File: config.mk
export PLATFORM = sky130hd
export DESIGN_NAME = mult_div_ctrl
export DESIGN_NICKNAME = d
export VERILOG_FILES = /design/src/rtl/mult_div_ctrl.sv
export SDC_FILE = /design/constraint.sdc
export NUM_CORES = 1
export LEC_CHECK = 0
export CORE_ASPECT_RATIO = 0.7
export CORE_UTILIZATION = 40
export DETAILED_ROUTE_END_ITERATION = 12
export GPL_TIMING_DRIVEN = 0
export SYNTH_ARGS = -nofsm -noshare
export SYNTH_HDL_FRONTEND = slang
export SYNTH_SLANG_ARGS = --single-unit
File: constraint.sdc
create_clock -name clk -period 9.43 [get_ports clk]
set_input_delay 1.886 -clock clk [delete_from_list [all_inputs] [get_ports clk]]
set_output_delay 1.886 -clock clk [all_outputs]
set_load 0.01 [all_outputs]
File: src/rtl/mult_div_ctrl.sv
// ---------------------------------------------------------------------------
// mult_div_ctrl
//   Iterative signed 32x32 multiplier (radix-2 Booth) and signed 32/32
//   divider (restoring, on magnitudes) sharing one 65-bit accumulator.
//   One iteration per clock, 32 iterations, commit on the following edge.
//
// Ports
//   clk        : system clock, all state updates on the rising edge
//   reset      : synchronous active-low reset
//   start_mult : request signed multiply op_a * op_b (wins over start_div)
//   start_div  : request signed divide op_a / op_b
//   op_a, op_b : operands, sampled only on the acceptance edge in IDLE
//   hi, lo     : registered result (product[63:32]/[31:0] or rem/quot)
//   busy       : operation in progress
//   done       : one-cycle pulse when hi/lo hold a new result
//   div_zero   : one-cycle pulse on divide by zero (exception build only)
//
// Configuration
//   MULTDIV_DIVZERO_EXC_EN : when defined, a divide with op_b == 0 skips the
//   iterations, leaves hi/lo untouched and pulses div_zero together with
//   done. When undefined, div_zero is tied low and divide by zero runs the
//   normal path (quotient all ones in magnitude, remainder = op_a).
// ---------------------------------------------------------------------------
module mult_div_ctrl (
  input  logic        clk,
  input  logic        reset,
  input  logic        start_mult,
  input  logic        start_div,
  input  logic [31:0] op_a,
  input  logic [31:0] op_b,
  output logic [31:0] hi,
  output logic [31:0] lo,
  output logic        busy,
  output logic        done,
  output logic        div_zero
);

  typedef enum logic [1:0] {IDLE = 2'd0, MULT = 2'd1, DIV = 2'd2, DONE = 2'd3} state_t;

  state_t      state_reg, state_next;
  logic [4:0]  count_reg;
  // Multiply: {A[31:0], Q[31:0], q_minus1}. Divide: {R[32:0], Q[31:0]}.
  logic [64:0] acc_reg;
  logic [31:0] m_reg;       // multiplicand, or divisor magnitude
  logic        is_div_reg;
  logic        neg_q_reg;   // quotient sign at commit
  logic        neg_r_reg;   // remainder sign at commit
  logic [31:0] hi_reg, lo_reg;
  logic        done_reg;
  logic        div_zero_start;
  logic        commit_en;

  logic [31:0] abs_a, abs_b;
  assign abs_a = op_a[31] ? (32'd0 - op_a) : op_a;
  assign abs_b = op_b[31] ? (32'd0 - op_b) : op_b;

  // Booth step. A is sign-extended to 33 bits so that subtracting the most
  // negative multiplicand cannot overflow; the 33-bit sum's MSB then becomes
  // the correct sign bit after the arithmetic right shift.
  logic [32:0] booth_a, booth_m, booth_sum;
  logic [64:0] booth_next;
  always_comb begin
    booth_a = {acc_reg[64], acc_reg[64:33]};
    booth_m = {m_reg[31], m_reg};
    case (acc_reg[1:0])
      2'b01:   booth_sum = booth_a + booth_m;
      2'b10:   booth_sum = booth_a - booth_m;
      default: booth_sum = booth_a;
    endcase
    booth_next = {booth_sum, acc_reg[32:1]};
  end

  // Restoring division step: shift the next dividend bit into the partial
  // remainder, keep the difference when no borrow occurs.
  logic [32:0] div_shift;
  logic [33:0] div_trial;
  logic [64:0] div_next;
  always_comb begin
    div_shift = {acc_reg[63:32], acc_reg[31]};
    div_trial = {1'b0, div_shift} - {2'b00, m_reg};
    if (!div_trial[33])
      div_next = {div_trial[32:0], acc_reg[30:0], 1'b1};
    else
      div_next = {div_shift, acc_reg[30:0], 1'b0};
  end

  logic [31:0] quo_fix, rem_fix;
  assign quo_fix = neg_q_reg ? (32'd0 - acc_reg[31:0])  : acc_reg[31:0];
  assign rem_fix = neg_r_reg ? (32'd0 - acc_reg[63:32]) : acc_reg[63:32];

  always_comb begin
    state_next = state_reg;
    case (state_reg)
      IDLE: begin
        if (start_mult)
          state_next = MULT;
        else if (start_div)
          state_next = div_zero_start ? DONE : DIV;
      end
      MULT, DIV: if (count_reg == 5'd31) state_next = DONE;
      DONE:      state_next = IDLE;
      default:   state_next = IDLE;
    endcase
  end

  always_ff @(posedge clk) begin
    if (!reset) begin
      state_reg  <= IDLE;
      count_reg  <= '0;
      acc_reg    <= '0;
      m_reg      <= '0;
      is_div_reg <= 1'b0;
      neg_q_reg  <= 1'b0;
      neg_r_reg  <= 1'b0;
      hi_reg     <= '0;
      lo_reg     <= '0;
      done_reg   <= 1'b0;
    end else begin
      state_reg <= state_next;
      done_reg  <= 1'b0;
      case (state_reg)
        IDLE: begin
          count_reg <= '0;
          if (start_mult) begin
            acc_reg    <= {32'd0, op_b, 1'b0};
            m_reg      <= op_a;
            is_div_reg <= 1'b0;
          end else if (start_div) begin
            acc_reg    <= {33'd0, abs_a};
            m_reg      <= abs_b;
            is_div_reg <= 1'b1;
            neg_q_reg  <= op_a[31] ^ op_b[31];
            neg_r_reg  <= op_a[31];
          end
        end
        MULT: begin
          acc_reg   <= booth_next;
          count_reg <= count_reg + 5'd1;
        end
        DIV: begin
          acc_reg   <= div_next;
          count_reg <= count_reg + 5'd1;
        end
        DONE: begin
          done_reg <= 1'b1;
          if (commit_en) begin
            hi_reg <= is_div_reg ? rem_fix : acc_reg[64:33];
            lo_reg <= is_div_reg ? quo_fix : acc_reg[32:1];
          end
        end
        default: ;
      endcase
    end
  end

`ifdef MULTDIV_DIVZERO_EXC_EN
  logic dz_reg, div_zero_reg;
  assign div_zero_start = start_div && (op_b == 32'd0);
  assign commit_en      = !dz_reg;
  assign div_zero       = div_zero_reg;

  always_ff @(posedge clk) begin
    if (!reset) begin
      dz_reg       <= 1'b0;
      div_zero_reg <= 1'b0;
    end else begin
      div_zero_reg <= (state_reg == DONE) && dz_reg;
      // Re-evaluated every idle cycle; frozen once an operation is accepted.
      if (state_reg == IDLE)
        dz_reg <= !start_mult && div_zero_start;
    end
  end
`else
  assign div_zero_start = 1'b0;
  assign commit_en      = 1'b1;
  assign div_zero       = 1'b0;
`endif

  assign hi   = hi_reg;
  assign lo   = lo_reg;
  assign busy = (state_reg != IDLE);
  assign done = done_reg;

endmodule

==> results.md <==
- Outcome: completed
- DIE HEIGHT: 167.4 um
- Synth warnings: 0
- Postcts setup bufs: 0
- Worst-path maximum fanout: 10
- Max FFs per register: 65
- PD cells: 281.8 nW/um^2
- NumNets Final: 2378
- # port buffers: 131
- Initial antenna violation count: 3
- H-tree levels: 4
- DRC Markers: 0
- Fill cell count: 3930
- Post-synthesis average cell area: 7.508 um^2
- Clock latency on the worst-skew pair: 460 ps
- Largest cells by area after synthesis: dfxtp_1, xnor2_1, ha_1, a21oi_1, o21ai_0
- Largest net degree at the start of global routing: 21
- Hold buffer count at CTS: 0
- Remaining antenna violation count: 0
- Setup ws final: 3498 ps
- Startpoint types: flop
- HP Class: flop to flop
- Setup crit end kind: flop
- WL final: 68140 um
- Vias: 17250
- DIE AREA: 39890 um^2
- Max Fclk: 168.6 MHz
- Share of the synthesized area in the top cell type: 22.03%
- RSZ-0062 raised after global routing: false
- Initial core utilization: 40.67%
- Pre-CTS setup slack: 3732 ps
- Layout Utilization: 47.40%
- WL/cell: 24.58 um
- Sequential area share after synthesis: 22.03%
- Final period utilization: 62.90%
- Hold path depth: 1
- Synth area leader: dfxtp_1
- Worst path max stage delay: 700 ps
- Crit path from: acc_reg[1]
- R2r setup slk: 3500 ps
- Minimum clock period: 5932 ps
- Post-DP Area: 17600 um^2
- Post-Syn Area: 15630 um^2
- Vias in the first global route: 15710
- Overflow after GRT: 0
- Unique masters post-synth: 78
- Max Cap Viol: 0
- WS Path Type: flop to flop
- Synthesis-to-layout area growth: 16.54%
- Endpoints failing hold: 0
- Longest Clk Path Bufs: 2
- CP cell instances: ha_1, clkbuf_1, clkbuf_1, a21oi_1, xnor2_1, ha_1, o211ai_1, a21oi_1, o32a_1, a31oi_1, a211oi_1, o41ai_1, o21ai_0, xnor2_1, o211ai_1
- Register cell area after layout: 3443 um^2
- All-Layer GR Usage: 33.54%
- Layout cells sized above 1: 3.786%
- Post-Syn Instances: 2082
- Critical path arrival: 6260 ps
- CTS tree: done
- DRT Pass-1 Iters: 9
- Crit path max-delay cell type: clkbuf_1
- R2R cell count: 15
- Leakage: 6.940 nW
- RR Endpoint: acc_reg[60]
- Setup TNS: 0 ps
- Slew @ Worst Pin: 1121 ps
- CTS Root Cell: clkbuf_16
- First-pass GRT wire length: 101100 um
- Vias per cell: 6.223
- Antenna Cells: 0
- Core Area: 38440 um^2
- Syn_nets: 2228
- Clock transition at path regs: 80 ps
- Top FF cell, synth: dfxtp_1
- Headroom to the max-slew limit: 24.60%
- Row Count: 60
- TritonCTS Buffers: 17
- I/O Pins: 135
- Maximum vdd ir drop: 0.0001971 V
- Post-DP HPWL: 54540 um
- RR Startpoint: acc_reg[1]
- Worst Clk Skew: 13.29 ps
- Ys async rst share: 0%
- End of the critical path: acc_reg[60]
- # setup viols final: 0
- EDFF count, synth: 0
- DRT iter0 DRCs: 2045
- Placer congestion estimate: 0.9858
- Post-route cell area: 18220 um^2
- WP data required: 9760 ps
- Die Width: 238.3 um
- CTS resizes: 0
- Yosys reg bits: 172
- Area taken by multi-input logic gates: 11340 um^2
- Sink Count: 172
- Hold Startpoint: lo[27]
- Max Slew Vio Count: 0
==> layer usage <==
metal / up-vias / GRT usage, % / part of all wire [%] / routed length, um
met5: - / 0 / 0.043 / 29
met4: 4 / 6.550 / 1.6 / 1100
met3: 84 / 9.034 / 12 / 8149
met2: 963 / 46.08 / 39 / 26600
met1: 8315 / 51.22 / 47 / 32260
li1: 7884 / - / - / -
==> Yosys cell counts, types with 7 or more instances <==
library cell	n
a211oi_1	24
a21o_1	24
a21oi_1	188
a221o_1	7
a221oi_1	7
a222oi_1	12
a22o_1	10
a22oi_1	39
a31oi_1	25
and2_1	23
and3_1	23
buf_1	15
clkbuf_1	135
dfxtp_1	172
ha_1	76
inv_1	66
mux2_2	25
mux2i_1	78
nand2_1	181
nand2b_1	21
nand3_1	39
nand4_1	16
nor2_1	133
nor2b_1	77
nor3_1	22
nor3b_1	7
nor4_1	14
o211a_1	20
o211ai_1	26
o21a_1	8
o21ai_0	171
o22ai_1	18
o31ai_1	30
o41ai_1	17
or2_2	7
or3_1	23
or4_1	13
xnor2_1	109
xor2_1	86
==> stage by stage <==
step | hold WS, ps | power [mW] | instances
3_3_place_gp | 466.8 | 4.229 | 2740
3_5_place_dp | 471.8 | 4.259 | 2740
2_1_floorplan | 482.9 | 3.222 | 2082
4_1_cts | 495.1 | 5.011 | 2772
6_report | 492.4 | 5.133 | 2772
5_1_grt | 522.5 | 5.436 | 2772
==> cell families (layout without fill, tap and decap cells) <==
family	after synthesis	after routing	share of synthesized area, %
buffers and inverters	222	385	5.427
XOR/XNOR	195	195	10.93
AND/OR/NAND/NOR	619	619	19.89
AO/OA/AOI/OAI	692	692	28.57
other	1	1	0.02399
flip-flops	172	172	22.03
multiplexers	103	103	6.795
adder cells (fa/ha/maj)	78	78	6.339
==> power by group <==
group          total (mW)  switching (mW)  internal, mW
Combinational        3.27            2.11          1.16
Clock               0.751           0.388         0.363
Sequential           1.11           0.235         0.874
==> cell type report <==
type,instances,share of cell area (%)
clock inverter,15,1.044
multi-input combinational,1688,62.25
sequential,172,18.90
inverter,66,1.360
tap,527,3.619
clock buffer,17,2.335
timing repair buffer,131,7.197
buffer,156,3.296
==> worst min path at each step <==
| stage | end | slack, ps |
|---|---|---|
| floorplan | count_reg[0] | 480 |
| global placement | lo[23] | 470 |
| detailed placement | lo[27] | 470 |
| CTS | lo[27] | 500 |
| global route | lo[25] | 520 |
| finish | lo[27] | 490 |
==> placed cells by master (no fill, tap or decap), types with 8 or more instances in the layout <==
cell type and n:
clkbuf_1 135, clkbuf_16 17, a211oi_1 24, nor3_1 22, nand2b_1 21, a31oi_1 25
a22o_1 10, o211ai_1 26, nand2_1 181, and2_1 23, clkdlybuf4s50_1 131, or3_1 23
a222oi_1 12, o211a_1 20, mux2_2 25, o21a_1 8, or4_1 13, o22ai_1 18
and3_1 23, o21ai_0 171, nor2b_1 77, o31ai_1 30, a22oi_1 39, xor2_1 86
o41ai_1 17, buf_1 15, mux2i_1 78, inv_1 66, xnor2_1 109, nor2_1 133
nor4_1 14, ha_1 76, dfxtp_1 172, a21oi_1 188, nand4_1 16, nand3_1 39
a21o_1 24
==> critical path: cells and delay by family, from the launching register on <==
| family | cells | cell delay [ps] |
|---|---|---|
| XOR/XNOR | 2 | 690 |
| flip-flops | 1 | 570 |
| adder cells (fa/ha/maj) | 2 | 750 |
| buffers and inverters | 2 | 1240 |
| AO/OA/AOI/OAI | 9 | 2540 |
Power figures use the tool's default switching activity.
